==> src/rtl/matrix_key_scanner.sv <==
// 4x4 keypad scanner: row drive, 2-FF column synchroniser, frame-level debounce, press pulses.
// Optional macro MATRIX_KEY_SINGLE_EN: suppress key_pulse whenever more than one key is down.
module matrix_key_scanner #(
    parameter int unsigned SCAN_DIV = 50000,
    parameter int unsigned DB_SCANS = 5
) (
    input  logic        clk,
    input  logic        rst_n,
    input  logic [3:0]  col,
    output logic [3:0]  row,
    output logic [15:0] key_state,
    output logic [15:0] key_pulse
);

    localparam int unsigned DW = $clog2(SCAN_DIV);
    localparam int unsigned SW = $clog2(DB_SCANS + 1);
    localparam logic [DW-1:0] DWELL_LAST  = DW'(SCAN_DIV - 1);
    localparam logic [SW-1:0] STABLE_MAX  = SW'(DB_SCANS);
    localparam logic [SW-1:0] STABLE_LAST = SW'(DB_SCANS - 1);

    typedef enum logic [1:0] {ROW0, ROW1, ROW2, ROW3} row_e;

    logic [3:0]    col_meta, col_sync;
    logic [DW-1:0] dwell, dwell_nxt;
    row_e          row_idx, row_idx_nxt;
    logic [15:0]   raw, raw_nxt;
    logic [15:0]   prev_raw, prev_raw_nxt;
    logic [SW-1:0] stable_cnt, stable_nxt;
    logic [15:0]   key_state_nxt, key_pulse_nxt;

    // Idle columns read high, so the synchroniser resets to "no key".
    always_ff @(posedge clk or negedge rst_n) begin
        if (!rst_n) begin
            col_meta <= '1;
            col_sync <= '1;
        end else begin
            col_meta <= col;
            col_sync <= col_meta;
        end
    end

    always_comb begin
        dwell_nxt     = dwell + 1'b1;
        row_idx_nxt   = row_idx;
        raw_nxt       = raw;
        prev_raw_nxt  = prev_raw;
        stable_nxt    = stable_cnt;
        key_state_nxt = key_state;
        key_pulse_nxt = '0;

        if (dwell == DWELL_LAST) begin
            dwell_nxt   = '0;
            row_idx_nxt = row_e'(row_idx + 2'd1);
            raw_nxt[{row_idx, 2'b00} +: 4] = ~col_sync;

            // Frame end: raw_nxt already holds the freshly merged row-3 nibble.
            if (row_idx == ROW3) begin
                prev_raw_nxt = raw_nxt;
                if (raw_nxt == prev_raw) begin
                    if (stable_cnt < STABLE_MAX)
                        stable_nxt = stable_cnt + 1'b1;
                    if (stable_cnt == STABLE_LAST)
                        key_state_nxt = raw_nxt;
                end else begin
                    stable_nxt = '0;
                end
            end
        end

        key_pulse_nxt = key_state_nxt & ~key_state;
`ifdef MATRIX_KEY_SINGLE_EN
        if ((key_state_nxt & (key_state_nxt - 16'd1)) != '0)
            key_pulse_nxt = '0;
`endif
    end

    always_ff @(posedge clk or negedge rst_n) begin
        if (!rst_n) begin
            dwell      <= '0;
            row_idx    <= ROW0;
            raw        <= '0;
            prev_raw   <= '0;
            stable_cnt <= '0;
            key_state  <= '0;
            key_pulse  <= '0;
        end else begin
            dwell      <= dwell_nxt;
            row_idx    <= row_idx_nxt;
            raw        <= raw_nxt;
            prev_raw   <= prev_raw_nxt;
            stable_cnt <= stable_nxt;
            key_state  <= key_state_nxt;
            key_pulse  <= key_pulse_nxt;
        end
    end

    always_comb row = ~(4'b0001 << row_idx);

endmodule
==> config.mk <==
export PLATFORM = sky130hd
export DESIGN_NAME = matrix_key_scanner
export DESIGN_NICKNAME = d
export VERILOG_FILES = /design/src/rtl/matrix_key_scanner.sv
export SDC_FILE = /design/constraint.sdc
export NUM_CORES = 1
export LEC_CHECK = 0
export BUFFER_PORTS_ARGS = -buffer_cell sky130_fd_sc_hd__buf_2
export CORE_ASPECT_RATIO = 0.6
export CORE_UTILIZATION = 30
export DETAILED_ROUTE_END_ITERATION = 7
export GPL_TIMING_DRIVEN = 0
export PLACE_DENSITY = 0.5
export SYNTH_ARGS = -nofsm -noshare
export SYNTH_HDL_FRONTEND = slang
export SYNTH_SLANG_ARGS = --single-unit
==> constraint.sdc <==
create_clock -name clk -period 2.7 [get_ports clk]
set_input_delay 0.54 -clock clk [delete_from_list [all_inputs] [get_ports clk]]
set_output_delay 0.54 -clock clk [all_outputs]
set_load 0.005 [all_outputs]
* Word-level counts from Yosys, hierarchy flattened
Cells that the tools add are included.
Widths: inputs -> output; s select.
** Cells by class
- $add $sub $neg :: 4
- Multiply operators :: 0
- Div/mod/pow operators :: 0
- Magnitude comparators :: 1
- Equality and inequality tests :: 5
- Shift-type cells :: 3
- Multiplexer cells :: 8
- Bitwise operators :: 4
- Reduce and logical (&&, ||, !) cells :: 2
** Operators by type and width (number)
- $mux 16 :: 5
- $add 16x1->16 const B :: 1
- $and 16x16->16 :: 1
- $bwmux 16 :: 1
- $eq 16x16->1 :: 1
- $eq 16x16->1 const B :: 1
- $not 16->16 :: 1
- $shift 4x6->16 const A :: 1
- $shiftx 4x6->16 :: 1
- $not 4->4 :: 2
- $mux 3 :: 2
- $neg 4->6 :: 1
- $shl 1x2->4 const A :: 1
- $add 3x1->3 const B :: 1
- $eq 3x3->1 const B :: 1
- $lt 3x3->1 const B :: 1
- $reduce_and 3->1 :: 1
- $add 2x1->2 const B :: 1
- $eq 2x2->1 const B :: 1
- $ne 2x1->1 const B :: 1
- $reduce_and 2->1 :: 1
** Storage, ports and cells
- Register bits after elaboration :: 93
- Bits in latches :: 0
- Bits in writable memories :: 0
- ROM bits :: 0
- Input port bits :: 6
- Output and inout bits :: 36
- Word-level logic and storage cells :: 36
- Memories :: 0

* Logic depth before layout (Yosys ltp)
Gate-level depths: netlist (run 1).
- Word-level depth :: 8
- Gate-level depth with buffers :: 12
- Mapped depth without buffers :: 8

* Worst setup path before layout (run 1)
No wires, ideal clock.
- Path kind :: register -> register
- Start point :: reg row_idx[0]
- End point :: reg key_state[11]
- Library setup time :: 0.141 ns
- Arrival :: 2.769 ns
- Required time :: 2.559 ns
- Setup slack :: -0.210 ns
- Stages on the path, launching flop included :: 12
- Buffers on the path :: 3
- Period minus slack after synthesis :: 2.910 ns
- Cells stage by stage :: dfrtp_1 > buf_2 > inv_1 > ha_1 > buf_2 > or3b_4 > o32a_1 > xnor2_1 > nor3_1 > nand4_4 > buf_4 > mux2i_1
** Between the ends
- Word-level cells in the longest chain between the ends :: 7
- Elaborated cells between the ends (all ways) :: 10
- Classes of those cells :: 1 x add/sub; 2 x eq/ne; 2 x shift; 5 x mux
** RTL lines
- from (decl) :: line 25 : row_e row_idx, row_idx_nxt;
- from (signal assigned) :: line 88 : row_idx <= row_idx_nxt;
- $neg 4->6 :: line 54 : raw_nxt[{row_idx, 2'b00} +: 4] = ~col_sync;
- $shiftx 4x6->16 / $shift 4x6->16 (equally long branches) :: line 54
- $bwmux 16 :: line 54
- $eq 16x16->1 / $mux 16 (equally long branches) :: line 59, 62
- $mux 16 :: line 59 : if (raw_nxt == prev_raw) begin
- $mux 16 * :: line 57 : if (row_idx == ROW3) begin
- $mux 16 * :: line 51 : if (dwell == DWELL_LAST) begin
- via key_state_nxt[11] :: line 29 : logic [15:0] key_state_nxt, key_pulse_nxt;
- to (signal assigned) :: line 92 : key_state <= key_state_nxt;
- to (decl) :: line 11 : output logic [15:0] key_state,
The timed path passes the listed nets; every way through them passes the cells marked *.
A chain may end at the register's enable or synchronous reset.

* Final worst setup path (run 1)
- Start point :: reg row_idx[0]
- End point :: reg key_state[12]
The elaborated chain is that of the path after synthesis.

==> flow_summary.json, run 1 <==
{
  "clkLatencyLatePin_ns": 0.34,
  "layout.nets": 496,
  "core-area_um2": 13830,
  "cts_tree": "built",
  "drc": 0,
  "ys_top_cells_by_area": "dfrtp_1, dfstp_2, nand2_1",
  "die_w_um": 156.5,
  "power.share.clock_pct": 46.8,
  "r2r-start": "row_idx[0]",
  "via_count": 3233,
  "synth_top_family_by_area": "simple AND/OR/NAND/NOR gates",
  "rsz0062_at_grt": "true",
  "max_slew.worst_pin.slew_ns": 0.8753,
  "totalPowerFinal_mw": 2.766,
  "top_layer": "met4",
  "p_sw_share_pct": 21.66,
  "wl_um": 11040,
  "antenna_cells": 0,
  "crit_type": "flop to flop",
  "slowest_stage": "nor4_4",
  "violations": "setup timing",
  "worstRegToRegCells": 12,
  "synth_top_area_share_pct": 49.49,
  "fin_crit_ns": 2.787,
  "cp-end-kind": "flop",
  "max_cap_viol_count": 0,
  "antenna_found_initial": 0,
  "whs_ns": 0.1108,
  "syn_area_um2": 4298,
  "yosys-top-cells-count": "dfrtp_1, nand2_1, inv_1, o21ai_0",
  "critPathMaxStageDelay_ns": 0.40,
  "ant_nets": 0,
  "cts_max_path_buffers": 2,
  "synth_flop_cell": "dfrtp_1",
  "cp_common_cell": "buf_6",
  "setup_viol": 27,
  "clk_pin_slew_ns": 0.07,
  "area_growth_pct": 30.71,
  "synthSimpleGateAreaFrac_pct": 19.56,
  "ys_ff_latch": 93,
  "firstDrtPassIters": 4,
  "wl_met1_um": 5903,
  "crit_arrival_ns": 2.98,
  "critPathLaunchType": "flop",
  "drive_gt1_share_pct": 29.57,
  "seq_area_frac_synth_pct": 54.38,
  "start_util_pct": 31.07,
  "drtIter0Drc": 134,
  "fmax_mhz": 358.8,
  "hold_viol": 0,
  "post-route-worst-setup-slack_ns": -0.08735,
  "grt_pass1_wl_um": 17550,
  "grt-ovfl-total": 0,
  "pwr-share-comb_pct": 2.0,
  "powerDensity_nw_per_um2": 492.3,
  "placed_area_um2": 4837,
  "wl_met2_um": 4496,
  "fin_util_pct": 40.62,
  "top_level_ports": 42,
  "vias_per_cell": 4.761,
  "synth_fp_nets": 423,
  "syn_avg_cell_area_um2": 10.51,
  "synth_fa_ha_area_share_pct": 2.329,
  "die_h_um": 94.72,
  "final_cell_area_um2": 5618,
  "ys_warn_count": 0,
  "synthArstFlopShare_pct": 100.0,
  "met3_length_um": 545,
  "yosys.area_share.xor_xnor_pct": 3.872,
  "path_cells": "buf_6, inv_6, ha_4, and4bb_2, buf_2, a211oi_1, o22ai_2, nor4_4, nand4_4, buf_6, buf_8, mux2i_1",
  "rows": 33,
  "die_area_um2": 14820,
  "p_seq_share_pct": 51.1,
  "cts_made_buffers": 9,
  "crit_required_ns": 2.89,
  "yosysTopAreaCell": "dfrtp_1",
  "dp_hpwl_um": 7466,
  "slew_violations": 0,
  "power.switching_mw": 0.5989,
  "synth_compound_area_share_pct": 11.32,
  "grt_usage_pct": 16.17,
  "synth_most_common_cell": "dfrtp_1",
  "htreeDepth": 3,
  "p_leak_nw": 2.538,
  "cts_sinks": 93,
  "synthCells": 409,
  "wire_per_inst_um": 16.25,
  "hold_buffers": 0,
  "crit_fanout": 10,
  "finalClockSkew_ns": 0.008512,
  "reg2reg_slack_ns": -0.09,
  "synthMuxAreaShare_pct": 3.726,
  "tns_ns": -1.328,
  "period_share_pct": 103.2,
  "grt_pass1_vias": 3123,
  "hold_class": "input pin to asynchronous set/reset pin",
  "status": "complete, but fails checks",
  "grt_max_degree": 68,
  "synthDistinctLibCells": 55,
  "portBuffers": 41,
  "internal_power_mw": 2.167,
  "r2r-end": "key_state[12]",
  "ir_worst_vdd_mv": 0.2726,
  "slew_headroom_pct": 41.20,
  "synth_edf_count": 0,
  "place.gp.congestion": 0.7741,
  "cts_root_buf": "clkbuf_16"
}
[cell families after synthesis]
kind of cell,after synthesis
adders and majority gates,8
AOI/OAI and AO/OA,78
buffers and inverters,50
xor gates and xnor gates,19
muxes,16
and+or+nand+nor,145
DFF,93
[registers in the layout, indices dropped and copies added (netlist names)]
name,count
row_idx,2
raw,16
key_pulse,16
dwell,16
prev_raw,16
col_sync,4
stable_cnt,3
key_state,16
col_meta,4
[routing by layer]
metal | global-route usage (%) | up-vias
met5 | 0 | -
met4 | 4.657 | 0
met3 | 3.626 | 5
met2 | 22.32 | 73
met1 | 24.73 | 1585
li1 | - | 1570
[cell usage in the layout, fill, tap and decap left out, drive strengths merged, types with 4 or more instances in the layout]
cell    instances
ha              8
xor2            5
dfstp           8
nand3b          4
inv            34
dfrtp          85
nand4           6
a22o            4
o22ai           6
a21oi          10
nor3           19
nor4b           4
xnor2          14
o21ai          33
mux2i          16
a22oi           5
nor2b           9
buf            71
nand2          50
a211oi          4
nor3b           5
clkbuf         19
nor2           18
[worst max-delay path by stage]
stage	startpoint	to	slack [ns]	cells past startpoint
2_1_floorplan	row_idx[0]	key_state[8]	0.02	11
3_3_place_gp	row_idx[0]	key_pulse[12]	-0.48	11
3_5_place_dp	row_idx[0]	key_pulse[12]	-0.51	11
4_1_cts	row_idx[0]	key_state[10]	-0.13	11
5_1_grt	row_idx[0]	key_state[9]	-0.20	11
6_report	row_idx[0]	key_state[12]	-0.09	12
[power groups by stage]
stage | registers [mW] | clock network [mW] | logic [mW]
2_1_floorplan | 1.43 | 0 | 0.0127
3_3_place_gp | 1.44 | 0 | 0.0475
3_5_place_dp | 1.44 | 0 | 0.0545
4_1_cts | 1.41 | 1.33 | 0.0565
5_1_grt | 1.41 | 1.40 | 0.0639
6_report | 1.41 | 1.30 | 0.0557
[critical path, delay by kind of cell, from the launching register on]
family	cells	cell delay, ns
AOI/OAI and AO/OA	2	0.42
buffers and inverters	5	0.64
DFF	1	0.36
adders and majority gates	1	0.28
and+or+nand+nor	3	0.83
muxes	1	0.12
[through the flow]
step	setup slack (ns)	cells
floorplan	0.02437	409
global placement	-0.4834	642
detailed placement	-0.5105	643
CTS	-0.1292	675
global route	-0.2037	679
finish	-0.08735	679
[layout make-up]
type | count | area (um2)
Sequential cell | 93 | 2337
Multi-Input combinational cell | 266 | 2028
Inverter | 33 | 128.9
Tap cell | 192 | 240.2
Fill cell | 1364 | 8214
Buffer | 15 | 127.6
Clock buffer | 11 | 242.7
Clock inverter | 5 | 60.06
Timing Repair Buffer | 64 | 452.9
[what timing repair did]
action | in CTS | in global routing
cloned | 2 | 0
pin swaps | 14 | 11
setup buffers | 16 | 4
resized for setup | 42 | 19
endpoints found under the setup margin | 52 | 40
endpoints found under the hold margin | 0 | 0
Power figures use the tool's default switching activity.
==> run 2, diff against run 1 <==
--- a/config.mk
+++ b/config.mk
@@ -7,10 +7,11 @@
 export LEC_CHECK = 0
 export BUFFER_PORTS_ARGS = -buffer_cell sky130_fd_sc_hd__buf_2
 export CORE_ASPECT_RATIO = 0.6
-export CORE_UTILIZATION = 30
+export CORE_UTILIZATION = 50
 export DETAILED_ROUTE_END_ITERATION = 7
 export GPL_TIMING_DRIVEN = 0
-export PLACE_DENSITY = 0.5
+export PLACE_DENSITY = 0.74
+export SETUP_SLACK_MARGIN = 0.1
 export SYNTH_ARGS = -nofsm -noshare
 export SYNTH_HDL_FRONTEND = slang
 export SYNTH_SLANG_ARGS = --single-unit
==> run 2 against run 1 <==
  * The flow still finishes with violations (setup timing)
  * Die area fell by 39%
  * Clock power is 5% lower
  * Core utilization is 28 points higher
  * Non-clock buffer count shrank 2
  * Sequential share of layout area is 0.66 points higher
  * Flip-flop and latch count is the same
  * Critical endpoint is now key_state[6]
==> flow_summary.json, run 2 (synthesis gave the netlist of run 1 again) <==
{
  "critPathLaunchType": "flop",
  "slew_headroom_pct": 46.93,
  "clk_pin_slew_ns": 0.06,
  "period_share_pct": 106.2,
  "hold_class": "input pin to asynchronous set/reset pin",
  "area_growth_pct": 28.68,
  "grt_pass1_vias": 3221,
  "critPathMaxStageDelay_ns": 0.39,
  "violations": "setup timing",
  "crit_fanout": 8,
  "die_area_um2": 8983,
  "setup_viol": 34,
  "vias_per_cell": 5.734,
  "cts_root_buf": "clkbuf_16",
  "max_cap_viol_count": 0,
  "post-route-worst-setup-slack_ns": -0.1673,
  "path_cells": "buf_4, buf_4, buf_4, ha_1, and3b_1, a221oi_1, o22ai_2, nor4_4, buf_4, nand4_4, buf_12, clkbuf_16, mux2i_1",
  "crit_start": "row_idx[0]",
  "powerDensity_nw_per_um2": 488.4,
  "p_leak_nw": 2.549,
  "antenna_found_initial": 0,
  "core-area_um2": 8102,
  "fmax_mhz": 348.8,
  "antenna_cells": 0,
  "fin_crit_ns": 2.867,
  "crit_required_ns": 2.91,
  "crit_family": "buffers and inverters",
  "rsz0062_at_grt": "true",
  "ir_worst_vdd_mv": 0.3803,
  "grt_max_degree": 66,
  "worstRegToRegCells": 13,
  "drtIter0Drc": 251,
  "r2r-start": "row_idx[0]",
  "cp.depth": 13,
  "max_slew.worst_pin.slew_ns": 0.7900,
  "cts_sinks": 93,
  "slew_violations": 0,
  "cp-end-kind": "flop",
  "grt_pass1_wl_um": 16210,
  "rows": 25,
  "grt_usage_pct": 24.37,
  "layout.nets": 494,
  "drive_gt1_share_pct": 29.69,
  "hold_buffers": 0,
  "die_w_um": 121.7,
  "drc": 0,
  "firstDrtPassIters": 5,
  "ant_nets": 0,
  "clkLatencyLatePin_ns": 0.34,
  "portBuffers": 41,
  "slowest_stage": "dfrtp_1",
  "crit_type": "flop to flop",
  "status": "complete, but fails checks",
  "place.gp.congestion": 0.8997,
  "final_cells": 593,
  "finalClockSkew_ns": 0.005514,
  "grt-ovfl-total": 0,
  "htreeDepth": 3,
  "dp_hpwl_um": 6742,
  "hold_viol": 0,
  "cts_made_buffers": 9,
  "cp_common_cell": "buf_4",
  "via_count": 3400,
  "start_util_pct": 53.05,
  "placed_cells": 559,
  "wire_per_inst_um": 17.45,
  "totalPowerFinal_mw": 2.701,
  "top_level_ports": 42,
  "cts_tree": "built",
  "cp_num_buf_inv": 6,
  "final_common_cell": "dfrtp_1",
  "die_h_um": 73.82,
  "crit_arrival_ns": 3.08,
  "whs_ns": 0.1269,
  "mostFrequentLayoutCells": "dfrtp_1, nand2_1, buf_2",
  "cts_max_path_buffers": 2,
  "wl_um": 10350
}
## run 2: power by group
group	total (mW)	leakage [nW]	switching, mW	internal [mW]
sequential	1.42	1.26	0.0103	1.41
combinational	0.0541	1.15	0.0394	0.0147
clock	1.23	0.138	0.487	0.745
## run 2: cell type report
type	count	area (um2)
clock inverter	1	30.03
timing repair buffer	61	427.9
multi-input combinational	266	2071
sequential	93	2337
fill	579	2571
buffer	16	142.6
clock buffer	15	257.7
tap	108	135.1
inverter	33	128.9
## run 2: final timing paths
kind	end	slack [ns]
setup / recovery	key_state[6]	-0.17
hold / removal	key_pulse[12]	0.13
setup reg to reg	key_state[6]	-0.17
hold reg to reg	col_sync[3]	0.35
max in group asynchronous	col_sync[0]	1.87
min in group clk	col_meta[3]	0.30
## run 2: per-layer routing
layer | up-vias | routed length (um) | global-route usage [%]
met2 | 157 | 4543 | 36.24
met4 | 0 | 116 | 8.368
met5 | - | 0 | 0
met3 | 14 | 880 | 6.056
li1 | 1570 | - | -
met1 | 1659 | 4807 | 34.83
## run 2: through the flow
step	cell area [um2]	worst slack (ns)	util, %	TNS (ns)
global placement	4726	-0.3508	58.33	-12.73
CTS	5364	-0.1449	66.21	-3.072
global route	5530	-0.3150	68.26	-9.278
finish	5530	-0.1673	68.26	-3.974
floorplan	4385	0.02723	-	0
detailed placement	4756	-0.4340	58.70	-15.07
## run 2: what timing repair did
action,4_1_cts,5_1_grt
gates cloned,2,1
endpoints found under the setup margin,52,56
pin swaps,15,9
resized for setup,40,23
setup buffers,12,4
